## src/rtl/rr_mux_pkg.sv

```systemverilog
// Shared constants and state type for the 4:1 round-robin mux.
// Build option: RR_MUX_FIXED_PRIORITY_EN selects fixed-priority arbitration.
package rr_mux_pkg;

  localparam int NUM_CH    = 4;
  localparam int SEL_WIDTH = 2;

  typedef enum logic {
    EMPTY = 1'b0,
    FULL  = 1'b1
  } rr_mux_state_t;

endpackage

```

## src/rtl/rr_arbiter_4.sv

```systemverilog
// Combinational 4-way arbiter: round-robin by default.
// RR_MUX_FIXED_PRIORITY_EN: fixed priority, channel 0 highest.
module rr_arbiter_4
  import rr_mux_pkg::*;
(
  input  logic [NUM_CH-1:0]    req_i,
`ifndef RR_MUX_FIXED_PRIORITY_EN
  input  logic [SEL_WIDTH-1:0] last_grant_i,
`endif
  output logic [NUM_CH-1:0]    gnt_o,
  output logic [SEL_WIDTH-1:0] idx_o,
  output logic                 any_o
);

`ifdef RR_MUX_FIXED_PRIORITY_EN
  always_comb begin
    idx_o = '0;
    any_o = 1'b0;
    // Scan high to low so the lowest requester wins.
    for (int k = NUM_CH - 1; k >= 0; k--) begin
      if (req_i[k]) begin
        idx_o = SEL_WIDTH'(k);
        any_o = 1'b1;
      end
    end
  end
`else
  logic [SEL_WIDTH-1:0] cand;

  always_comb begin
    idx_o = '0;
    any_o = 1'b0;
    cand  = '0;
    // Search starts one past the last winner and wraps.
    for (int k = 1; k <= NUM_CH; k++) begin
      cand = last_grant_i + SEL_WIDTH'(k);
      if (!any_o && req_i[cand]) begin
        idx_o = cand;
        any_o = 1'b1;
      end
    end
  end
`endif

  assign gnt_o = any_o ? (NUM_CH'(1) << idx_o) : '0;

endmodule

```

## src/rtl/rr_mux_4_1.sv

```systemverilog
// 4:1 round-robin mux with one registered output stage.
// Build option: RR_MUX_FIXED_PRIORITY_EN (fixed-priority arbiter).
module rr_mux_4_1
  import rr_mux_pkg::*;
#(
  parameter int DATA_WIDTH = 8
) (
  input  logic                  Clock_In,
  input  logic                  Reset_N_In,
  input  logic                  Enable_In,
  input  logic [DATA_WIDTH-1:0] Data_0_In,
  input  logic [DATA_WIDTH-1:0] Data_1_In,
  input  logic [DATA_WIDTH-1:0] Data_2_In,
  input  logic [DATA_WIDTH-1:0] Data_3_In,
  input  logic [NUM_CH-1:0]     Valid_In,
  output logic [NUM_CH-1:0]     Ready_Out,
  output logic [DATA_WIDTH-1:0] Data_Out,
  output logic [SEL_WIDTH-1:0]  Select_Out,
  output logic                  Valid_Out,
  input  logic                  Ready_In
);

  rr_mux_state_t         state_q, state_d;
  logic [DATA_WIDTH-1:0] data_q, data_d;
  logic [SEL_WIDTH-1:0]  sel_q, sel_d;
  logic                  load;
  logic [NUM_CH-1:0]     req;
  logic [NUM_CH-1:0]     gnt;
  logic [SEL_WIDTH-1:0]  idx;
  logic                  any;

  assign load = (state_q == EMPTY) || Ready_In;
  // Reset term keeps Ready_Out low while reset is held.
  assign req  = Valid_In & {NUM_CH{Enable_In & load & Reset_N_In}};

`ifndef RR_MUX_FIXED_PRIORITY_EN
  logic [SEL_WIDTH-1:0] last_q;

  always_ff @(posedge Clock_In or negedge Reset_N_In) begin
    if (!Reset_N_In) begin
      last_q <= SEL_WIDTH'(NUM_CH - 1);
    end else if (any) begin
      last_q <= idx;
    end
  end
`endif

  rr_arbiter_4 u_arb (
    .req_i        (req),
`ifndef RR_MUX_FIXED_PRIORITY_EN
    .last_grant_i (last_q),
`endif
    .gnt_o        (gnt),
    .idx_o        (idx),
    .any_o        (any)
  );

  always_comb begin
    state_d = state_q;
    data_d  = data_q;
    sel_d   = sel_q;
    if (any) begin
      state_d = FULL;
      sel_d   = idx;
      unique case (idx)
        2'd0: data_d = Data_0_In;
        2'd1: data_d = Data_1_In;
        2'd2: data_d = Data_2_In;
        2'd3: data_d = Data_3_In;
      endcase
    end else if (Ready_In) begin
      state_d = EMPTY;
    end
  end

  always_ff @(posedge Clock_In or negedge Reset_N_In) begin
    if (!Reset_N_In) begin
      state_q <= EMPTY;
      data_q  <= '0;
      sel_q   <= '0;
    end else begin
      state_q <= state_d;
      data_q  <= data_d;
      sel_q   <= sel_d;
    end
  end

  assign Ready_Out  = gnt;
  assign Data_Out   = data_q;
  assign Select_Out = sel_q;
  assign Valid_Out  = (state_q == FULL);

endmodule

```

## config.mk

```make
export PLATFORM = sky130hd
export DESIGN_NAME = rr_mux_4_1
export DESIGN_NICKNAME = d
export VERILOG_FILES = /design/src/rtl/rr_mux_pkg.sv /design/src/rtl/rr_arbiter_4.sv /design/src/rtl/rr_mux_4_1.sv
export SDC_FILE = /design/constraint.sdc
export NUM_CORES = 1
export LEC_CHECK = 0
export CAP_MARGIN = 10
export CORE_AREA = 5 5 57 59
export DETAILED_ROUTE_END_ITERATION = 8
export DIE_AREA = 0 0 62 64
export PLACE_DENSITY = 0.83
export SYNTH_ARGS = -nofsm -noshare
export SYNTH_HDL_FRONTEND = slang
export SYNTH_HIERARCHICAL = 1
export SYNTH_SLANG_ARGS = --single-unit
```

## constraint.sdc

```tcl
create_clock -name Clock_In -period 3.1 [get_ports Clock_In]
set_clock_uncertainty 0.2 [all_clocks]
set_input_delay 0.62 -clock Clock_In [delete_from_list [all_inputs] [get_ports Clock_In]]
set_output_delay 0.62 -clock Clock_In [all_outputs]
set_load 0.01 [all_outputs]
```

==> metrics.txt, run 1 <==
# TYPE chip_impl_metric gauge
chip_impl_metric{name="post_synth_num_cell_types",unit=""} 30
chip_impl_metric{name="gp_congestion",unit=""} 0.848
chip_impl_info{name="outcome",value="complete, no violations"} 1
chip_impl_metric{name="drt-vias-per-instance",unit=""} 5.04
chip_impl_metric{name="antennaDiodeCount",unit=""} 0
chip_impl_metric{name="critical_path_peak_fanout",unit=""} 5
chip_impl_metric{name="final_antenna_net_count",unit=""} 0
chip_impl_metric{name="mappedNetlistArea",unit="um^2"} 947
chip_impl_metric{name="via_count_of_the_first_global_routing_pass",unit=""} 1059
chip_impl_metric{name="timing.fmax",unit="GHz"} 0.331
chip_impl_metric{name="clkPwrFrac",unit=""} 0.142
chip_impl_metric{name="placement.io_buffers",unit=""} 54
chip_impl_metric{name="top_level_ports",unit=""} 55
chip_impl_metric{name="layout_min_cycle_time",unit="ps"} 3020
chip_impl_metric{name="cell_internal_pwr",unit="mW"} 0.470
chip_impl_metric{name="clock_sinks",unit=""} 13
chip_impl_info{name="layout_commonest_cell",value="clkdlybuf4s50_1"} 1
chip_impl_metric{name="maximum_number_of_pins_on_one_net_before_global_route_repair",unit=""} 18
chip_impl_metric{name="max_slew.worst_pin.slew",unit="ps"} 324
chip_impl_metric{name="pwr-share-seq",unit=""} 0.385
chip_impl_metric{name="sum_of_overflow_across_all_layers_after_global_routing",unit=""} 0
chip_impl_metric{name="syn-num-nets",unit=""} 137
chip_impl_metric{name="dpl.hpwl",unit="um"} 2210
chip_impl_info{name="crit_path_start_kind",value="primary input"} 1
chip_impl_metric{name="fp.dieW",unit="um"} 62
chip_impl_info{name="worstHoldPathType",value="primary input to async pin"} 1
chip_impl_metric{name="core_area",unit="um^2"} 2660
chip_impl_metric{name="place.detailed.instances",unit=""} 190
chip_impl_metric{name="synth-warning-count",unit=""} 6
chip_impl_metric{name="number_of_antenna_violations_at_the_first_check_in_global_routing",unit=""} 0
chip_impl_metric{name="design.die.area",unit="um^2"} 3970
chip_impl_metric{name="cellLeakagePower",unit="nW"} 0.724
chip_impl_info{name="cts_root_buf",value="clkbuf_4"} 1
chip_impl_metric{name="detail_route.first_pass.iterations",unit=""} 4
chip_impl_metric{name="grt_first_pass_wirelength",unit="um"} 4490
chip_impl_info{name="final_cell_mix",value="clkdlybuf4s50_1 (49), mux2i_1 (16), buf_4 (14)"} 1
chip_impl_metric{name="timing.final.crit_share",unit=""} 0.974
chip_impl_metric{name="clockBufferDepth",unit=""} 2
chip_impl_metric{name="final_net_count",unit=""} 205
chip_impl_metric{name="placement_rows",unit=""} 19
chip_impl_metric{name="setup_viol",unit=""} 0
chip_impl_metric{name="drv_cap",unit=""} 0
chip_impl_metric{name="n_fill_cell",unit=""} 220
chip_impl_info{name="path_class",value="primary input to primary output"} 1
chip_impl_metric{name="syn-mean-instance-area",unit="um^2"} 9.76
chip_impl_metric{name="synth-seq-cells",unit=""} 13
chip_impl_metric{name="fin_ws",unit="ps"} 79.7
chip_impl_metric{name="synthesis_to_finish_area_growth",unit="%"} 76.6
chip_impl_metric{name="initial_utilization",unit=""} 0.356
chip_impl_metric{name="wire_per_inst",unit="um"} 14.1
chip_impl_metric{name="area_used_by_sequential_logic_in_the_layout",unit="um^2"} 328
chip_impl_metric{name="critPathRequiredTime",unit="ps"} 2280
chip_impl_metric{name="grt_util_all_layers",unit=""} 0.146
chip_impl_metric{name="cp_data_arrival_time",unit="ps"} 2200
chip_impl_metric{name="drc",unit=""} 0
chip_impl_metric{name="post_synth_inst_count",unit=""} 97
chip_impl_metric{name="cts_hold_buf",unit=""} 0
chip_impl_metric{name="num_vias",unit=""} 983
chip_impl_metric{name="drt_wl_total",unit="um"} 2740
chip_impl_metric{name="fin_total_pwr",unit="mW"} 0.688
chip_impl_metric{name="share_of_total_power_in_combinational_logic",unit=""} 0.473
chip_impl_metric{name="timing_hold_violations_final",unit=""} 0
chip_impl_metric{name="drive_gt1_frac",unit=""} 0.207
chip_impl_metric{name="power.switching_fraction",unit=""} 0.317
chip_impl_metric{name="vdd_drop_max",unit="mV"} 0.365
chip_impl_metric{name="finalSetupTns",unit="ps"} 0
chip_impl_metric{name="power_density_relative_to_cell_area",unit="nW/um^2"} 411
chip_impl_metric{name="switchingPower",unit="mW"} 0.218
chip_impl_metric{name="clock_insertion_delay_worst_skew",unit="ps"} 260
chip_impl_metric{name="cts_max_level",unit=""} 1
chip_impl_metric{name="dpl_worst_slack",unit="ps"} -306
chip_impl_metric{name="cts.reportedPaths.clkPinSlew",unit="ps"} 70
chip_impl_metric{name="share_of_synthesized_area_occupied_by_flip_flops_and_latches",unit=""} 0.346
chip_impl_info{name="crit_path_end_kind",value="primary output"} 1
chip_impl_metric{name="multi_input_area",unit="um^2"} 582
chip_impl_metric{name="slew-limit-headroom",unit=""} 0.784
chip_impl_metric{name="slew_violations",unit=""} 0
chip_impl_metric{name="worst_hold_slack",unit="ps"} 192
chip_impl_metric{name="cts_inserted_buffers",unit=""} 3
chip_impl_metric{name="die_h",unit="um"} 64
chip_impl_info{name="clock_tree_from_tritoncts",value="done"} 1
chip_impl_metric{name="drtIter0Drc",unit=""} 36
chip_impl_metric{name="filler_free_cell_count_of_the_finished_design",unit=""} 195
[routing by layer]
metal  GRT usage  part of all wire
met4      0.0637             0.017
met5           0                 0
met3      0.0302             0.090
met2       0.233              0.49
met1       0.186              0.41
[cell families (layout without fill, tap and decap cells)]
family | count (synthesis) | after routing | share of synthesized area
DFF | 13 | 13 | 0.346
and+or+nand+nor | 32 | 32 | 0.205
buffers and inverters | 12 | 79 | 0.0793
AOI/OAI and AO/OA | 24 | 24 | 0.201
muxes | 16 | 16 | 0.169
[critical path, cell delays in order]
cell	delay, ps
clkdlybuf4s50_1	450
nor2b_4	210
nor3b_2	60
buf_4	140
buf_4	120
buf_4	130
a221oi_1	260
dlymetal6s2s_1	200
[sequential cells by signal, summed over array words and instances, names as in the netlist]
signal and count:
Select_Out 2, last_q 2, Data_Out 8, Valid_Out 1
[timing repair]
| item | 4_1_cts | 5_1_grt |
|---|---|---|
| setup endpoints to repair | 4 | 5 |
| resized for setup | 4 | 11 |
| pin swaps | 0 | 1 |
| setup buffers | 0 | 1 |
[final cells by class]
class                           count  share of cell area
Clock buffer                        4              0.0157
Inverter                            6              0.0135
Multi-Input combinational cell     72               0.348
Sequential cell                    13               0.196
Tap cell                           31              0.0232
Timing Repair Buffer               69               0.404
[cells in the mapped netlist]
library cell	instances	area share
o2bb2ai_1	1	0.0092
buf_12	1	0.021
nand3_1	1	0.0053
nand2_2	1	0.0066
a22o_1	1	0.0092
dfstp_2	2	0.055
nand2_1	4	0.016
o21ai_0	4	0.021
nor3b_1	4	0.032
a221oi_1	1	0.0092
dfrtp_1	11	0.29
nand2b_4	1	0.015
and2b_2	1	0.0092
nor2b_1	2	0.013
nand2b_1	13	0.086
mux2i_1	16	0.17
buf_6	1	0.012
o221ai_1	9	0.083
buf_4	1	0.0079
a22oi_1	1	0.0079
inv_1	6	0.024
nor2_1	4	0.016
a221oi_2	1	0.016
buf_1	1	0.0040
buf_2	2	0.011
or2_2	1	0.0066
o21a_1	1	0.0079
a21oi_1	3	0.016
o221a_2	1	0.012
a21o_2	1	0.0092
[power groups by stage]
stage	logic, mW	clock network, mW	registers, mW
after global placement	0.316	0	0.263
after floorplan	0.132	0	0.272
after CTS	0.324	0.100	0.263
after global routing	0.353	0.107	0.273
after detailed placement	0.322	0	0.263
final	0.325	0.0979	0.265
[metrics by stage]
stage / instance area [um^2] / utilization
floorplan: 947 / -
global placement: 1590 / 0.598
detailed placement: 1590 / 0.598
CTS: 1620 / 0.610
global route: 1670 / 0.628
finish: 1670 / 0.628
[worst paths after layout]
check                           depth (start not counted)         from  slack, ps             to
worst max-delay path                                    8     Ready_In         80   Ready_Out[2]
worst min-delay path                                    2   Reset_N_In        190  Select_Out[0]
worst max register to register                         10    Valid_Out        560    Data_Out[5]
worst min register to register                          2  Data_Out[6]        310    Data_Out[6]
max in group asynchronous                               2   Reset_N_In       2280      last_q[0]
min in group Clock_In                                   2  Data_Out[6]        310    Data_Out[6]
(Power assumes the default switching activity.)
==> run 2, diff against run 1 <==
--- a/config.mk
+++ b/config.mk
@@ -5,11 +5,15 @@
 export SDC_FILE = /design/constraint.sdc
 export NUM_CORES = 1
 export LEC_CHECK = 0
+export ABC_AREA = 1
 export CAP_MARGIN = 10
-export CORE_AREA = 5 5 57 59
+export CELL_PAD_IN_SITES_DETAIL_PLACEMENT = 1
+export CELL_PAD_IN_SITES_GLOBAL_PLACEMENT = 2
+export CORE_AREA = 5 5 68 70
 export DETAILED_ROUTE_END_ITERATION = 8
-export DIE_AREA = 0 0 62 64
-export PLACE_DENSITY = 0.83
+export DIE_AREA = 0 0 73 75
+export DONT_BUFFER_PORTS = 1
+export PLACE_DENSITY = 0.82
 export SYNTH_ARGS = -nofsm -noshare
 export SYNTH_HDL_FRONTEND = slang
 export SYNTH_HIERARCHICAL = 1
==> run 2 against run 1 <==
Compared with the run above: maximum frequency grew 4.5%; setup slack improved by 130 ps; cell count grew 19%; register-to-register slack got worse by 40 ps; combinational power rose to 3.1 times the previous value; first-iteration DRC count decreased by 50%; highest routed layer unchanged; sequential share of layout area rose by 6.8 points.
==> metrics.txt, run 2 <==
# TYPE chip_impl_metric gauge
chip_impl_metric{name="dpl.hpwl",unit="um"} 2790
chip_impl_metric{name="synth_async_sr_flop_share",unit=""} 1.00
chip_impl_metric{name="switchingPower",unit="mW"} 0.845
chip_impl_metric{name="timing.final.crit_share",unit=""} 0.932
chip_impl_info{name="outcome",value="complete, no violations"} 1
chip_impl_metric{name="post_cts.repair.setup_buffers",unit=""} 0
chip_impl_metric{name="critical_path_peak_fanout",unit=""} 5
chip_impl_metric{name="fin_total_pwr",unit="mW"} 1.53
chip_impl_metric{name="setup_viol",unit=""} 0
chip_impl_metric{name="reg2reg_slack",unit="ps"} 520
chip_impl_metric{name="clock_insertion_delay_worst_skew",unit="ps"} 240
chip_impl_metric{name="cell_internal_pwr",unit="mW"} 0.689
chip_impl_metric{name="slew-limit-headroom",unit=""} 0.593
chip_impl_metric{name="critPathRequiredTime",unit="ps"} 2280
chip_impl_info{name="crit_path_top_delay_cell",value="dfrtp_1"} 1
chip_impl_metric{name="wire_per_inst",unit="um"} 14.7
chip_impl_metric{name="syn-mean-instance-area",unit="um^2"} 6.37
chip_impl_info{name="rr_endpoint",value="Data_Out[5]"} 1
chip_impl_metric{name="timing_hold_violations_final",unit=""} 0
chip_impl_metric{name="post_synth_inst_count",unit=""} 179
chip_impl_metric{name="core_area",unit="um^2"} 3910
chip_impl_metric{name="fp.dieW",unit="um"} 73
chip_impl_metric{name="largest_register_ff_count",unit=""} 8
chip_impl_metric{name="critPathMaxStageDelay",unit="ps"} 410
chip_impl_info{name="postSynth.topFlopCell",value="dfrtp_1"} 1
chip_impl_metric{name="clkPwrFrac",unit=""} 0.098
chip_impl_info{name="layout_commonest_cell",value="nand2_1"} 1
chip_impl_metric{name="detail_route.first_pass.iterations",unit=""} 4
chip_impl_metric{name="drt_wl_total",unit="um"} 3400
chip_impl_metric{name="cts_inserted_buffers",unit=""} 3
chip_impl_metric{name="synth-seq-cells",unit=""} 13
chip_impl_metric{name="post_synth_num_cell_types",unit=""} 21
chip_impl_info{name="ordered_cell_list_for_the_critical_path",value="nand2_1 -> nand3_1 -> nor2_2 -> inv_1 -> nand2_1 -> nand3_1 -> nand2_2 -> nand3_1 -> nand2_1 -> nand2_1 -> nand3_2 -> inv_2 -> nor2_1"} 1
chip_impl_info{name="timing.rr.start",value="Valid_Out"} 1
chip_impl_metric{name="gp_congestion",unit=""} 0.845
chip_impl_metric{name="power_density_relative_to_cell_area",unit="nW/um^2"} 1230
chip_impl_info{name="cts_root_buf",value="clkbuf_8"} 1
chip_impl_metric{name="drtIter0Drc",unit=""} 18
chip_impl_metric{name="drive_gt1_frac",unit=""} 0.181
chip_impl_metric{name="num_vias",unit=""} 1144
chip_impl_metric{name="drt-vias-per-instance",unit=""} 4.93
chip_impl_metric{name="reg2reg_depth",unit=""} 17
chip_impl_metric{name="antennaDiodeCount",unit=""} 0
chip_impl_metric{name="synthesis_to_finish_area_growth",unit="%"} 9.00
chip_impl_metric{name="drc",unit=""} 0
chip_impl_metric{name="drv_cap",unit=""} 0
chip_impl_info{name="synth_largest_area_cell",value="dfrtp_1"} 1
chip_impl_metric{name="cp_data_arrival_time",unit="ps"} 2070
chip_impl_metric{name="finalSetupTns",unit="ps"} 0
chip_impl_info{name="worstHoldPathType",value="primary input to async pin"} 1
chip_impl_metric{name="design.die.area",unit="um^2"} 5480
chip_impl_metric{name="cts.reportedPaths.clkPinSlew",unit="ps"} 60
chip_impl_metric{name="die_h",unit="um"} 75
chip_impl_metric{name="grt_first_pass_wirelength",unit="um"} 5410
chip_impl_metric{name="via_count_of_the_first_global_routing_pass",unit=""} 1234
chip_impl_metric{name="timing.fmax",unit="GHz"} 0.346
chip_impl_metric{name="sum_of_overflow_across_all_layers_after_global_routing",unit=""} 0
chip_impl_info{name="clock_tree_from_tritoncts",value="done"} 1
chip_impl_metric{name="maximum_number_of_pins_on_one_net_before_global_route_repair",unit=""} 22
chip_impl_metric{name="clock_sinks",unit=""} 13
chip_impl_info{name="crit_path_start_kind",value="flop"} 1
chip_impl_metric{name="placement.io_buffers",unit=""} 0
chip_impl_metric{name="top_level_ports",unit=""} 55
chip_impl_metric{name="placement_rows",unit=""} 23
chip_impl_info{name="path_class",value="flop to primary output"} 1
chip_impl_metric{name="share_of_synthesized_area_occupied_by_flip_flops_and_latches",unit=""} 0.288
chip_impl_metric{name="number_of_antenna_violations_at_the_first_check_in_global_routing",unit=""} 0
chip_impl_metric{name="pwr-share-seq",unit=""} 0.245
chip_impl_metric{name="slew_violations",unit=""} 0
chip_impl_metric{name="share_of_total_power_in_combinational_logic",unit=""} 0.656
chip_impl_metric{name="synth_edf_count",unit=""} 0
chip_impl_info{name="grt_setup_unrepaired",value="false"} 1
chip_impl_info{name="crit_path_end_kind",value="primary output"} 1
chip_impl_metric{name="final_net_count",unit=""} 223
chip_impl_metric{name="final_antenna_net_count",unit=""} 0
chip_impl_info{name="final_cell_mix",value="nand2_1 (61), nand3_1 (25), inv_1 (21)"} 1
chip_impl_metric{name="filler_free_cell_count_of_the_finished_design",unit=""} 232
chip_impl_metric{name="synth.top_cell.area_share",unit=""} 0.241
chip_impl_metric{name="cellLeakagePower",unit="nW"} 0.644
chip_impl_metric{name="initial_utilization",unit=""} 0.291
chip_impl_metric{name="layout_min_cycle_time",unit="ps"} 2890
chip_impl_metric{name="syn-num-nets",unit=""} 219
chip_impl_info{name="timing.critical_path.mode_cell",value="nand2_1"} 1
chip_impl_info{name="synth_common_cells",value="nand2_1 (61), nand3_1 (25), inv_1 (21), dfrtp_1 (11)"} 1
chip_impl_metric{name="mappedNetlistArea",unit="um^2"} 1140
chip_impl_metric{name="vdd_drop_max",unit="mV"} 0.339
chip_impl_metric{name="place.detailed.instances",unit=""} 226
chip_impl_info{name="synth_area_leaders",value="dfrtp_1 (24%), nand2_1 (20%), nand3_1 (11%), inv_1 (6.9%), o21bai_1 (5.3%)"} 1
chip_impl_info{name="yosys.cell_count.top_type",value="nand2_1"} 1
chip_impl_metric{name="grt_util_all_layers",unit=""} 0.126
chip_impl_metric{name="power.switching_fraction",unit=""} 0.551
chip_impl_metric{name="cts_max_level",unit=""} 1
chip_impl_metric{name="synth-warning-count",unit=""} 6
chip_impl_metric{name="clockBufferDepth",unit=""} 2
chip_impl_metric{name="max_slew.worst_pin.slew",unit="ps"} 610
## run 2: changes by cell type after synthesis, sizes merged, moves of 5 or more
| cell | delta |
|---|---|
| a21oi | +5 |
| inv | +21 |
| mux2i | -16 |
| nand2 | +68 |
| nand2b | -14 |
| nand3 | +25 |
| nor2 | +8 |
| o21bai | +8 |
| o221ai | -9 |
## run 2: cells by family (layout without fill, tap and decap cells)
group	after synthesis	after routing	share of synthesized area
simple gates	116	116	0.484
buf+inv	33	36	0.136
compound gates	17	17	0.0922
flops	13	13	0.288
## run 2: power by group through the flow
stage                     sequential [mW]  clock [mW]  combinational (mW)
after floorplan                     0.345           0               0.863
after global placement              0.381           0               0.971
after detailed placement            0.380           0                1.03
after CTS                           0.380       0.156                1.03
after global routing                0.388       0.165                1.14
final                               0.376       0.151                1.01
## run 2: how the worst max path moves through the flow
stage                    from      endpoint  slack, ps  cells past startpoint
floorplan            Ready_In  Ready_Out[1]        470                     14
global placement     Ready_In  Ready_Out[1]        360                     14
detailed placement   Ready_In  Ready_Out[1]        220                     14
CTS                 Valid_Out  Ready_Out[1]        150                     13
global route        Valid_Out  Ready_Out[1]         20                     13
finish              Valid_Out  Ready_Out[1]        210                     13
## run 2: repair_timing
action	4_1_cts	5_1_grt
setup endpoints to repair	0	2
resized for setup	0	1
hold buffers	1	1
hold endpoints to repair	11	1
## run 2: final cells by class
type | count | area, um^2
inverters | 28 | 111
clock inverters | 1 | 5.00
flip-flops and latches | 13 | 328
fillers | 540 | 2670
well taps | 50 | 62.6
clock buffers | 3 | 41.3
repair buffers | 4 | 35.0
multi-input cells | 133 | 659
## run 2: stage by stage
step	worst slack [ps]	hold slack (ps)	cell area, um^2	utilization
2_1_floorplan	469	124	1140	-
3_3_place_gp	357	125	1170	0.300
3_5_place_dp	218	125	1170	0.300
4_1_cts	153	8.93	1230	0.314
5_1_grt	22.9	5.29	1240	0.317
6_report	211	14.6	1240	0.317
## run 2: per-layer routing
layer	GRT usage	vias up	wire [um]
li1	-	567	-
met1	0.122	528	1230
met2	0.238	44	1820
met3	0.0547	5	304
met4	0.0389	0	51
met5	0	-	0
## run 2: critical path, delay by kind of cell, from the launching register on
family                 cells  cell delay (ps)
flip-flops                 1              410
AND/OR/NAND/NOR           11             1290
buffers and inverters      2              120
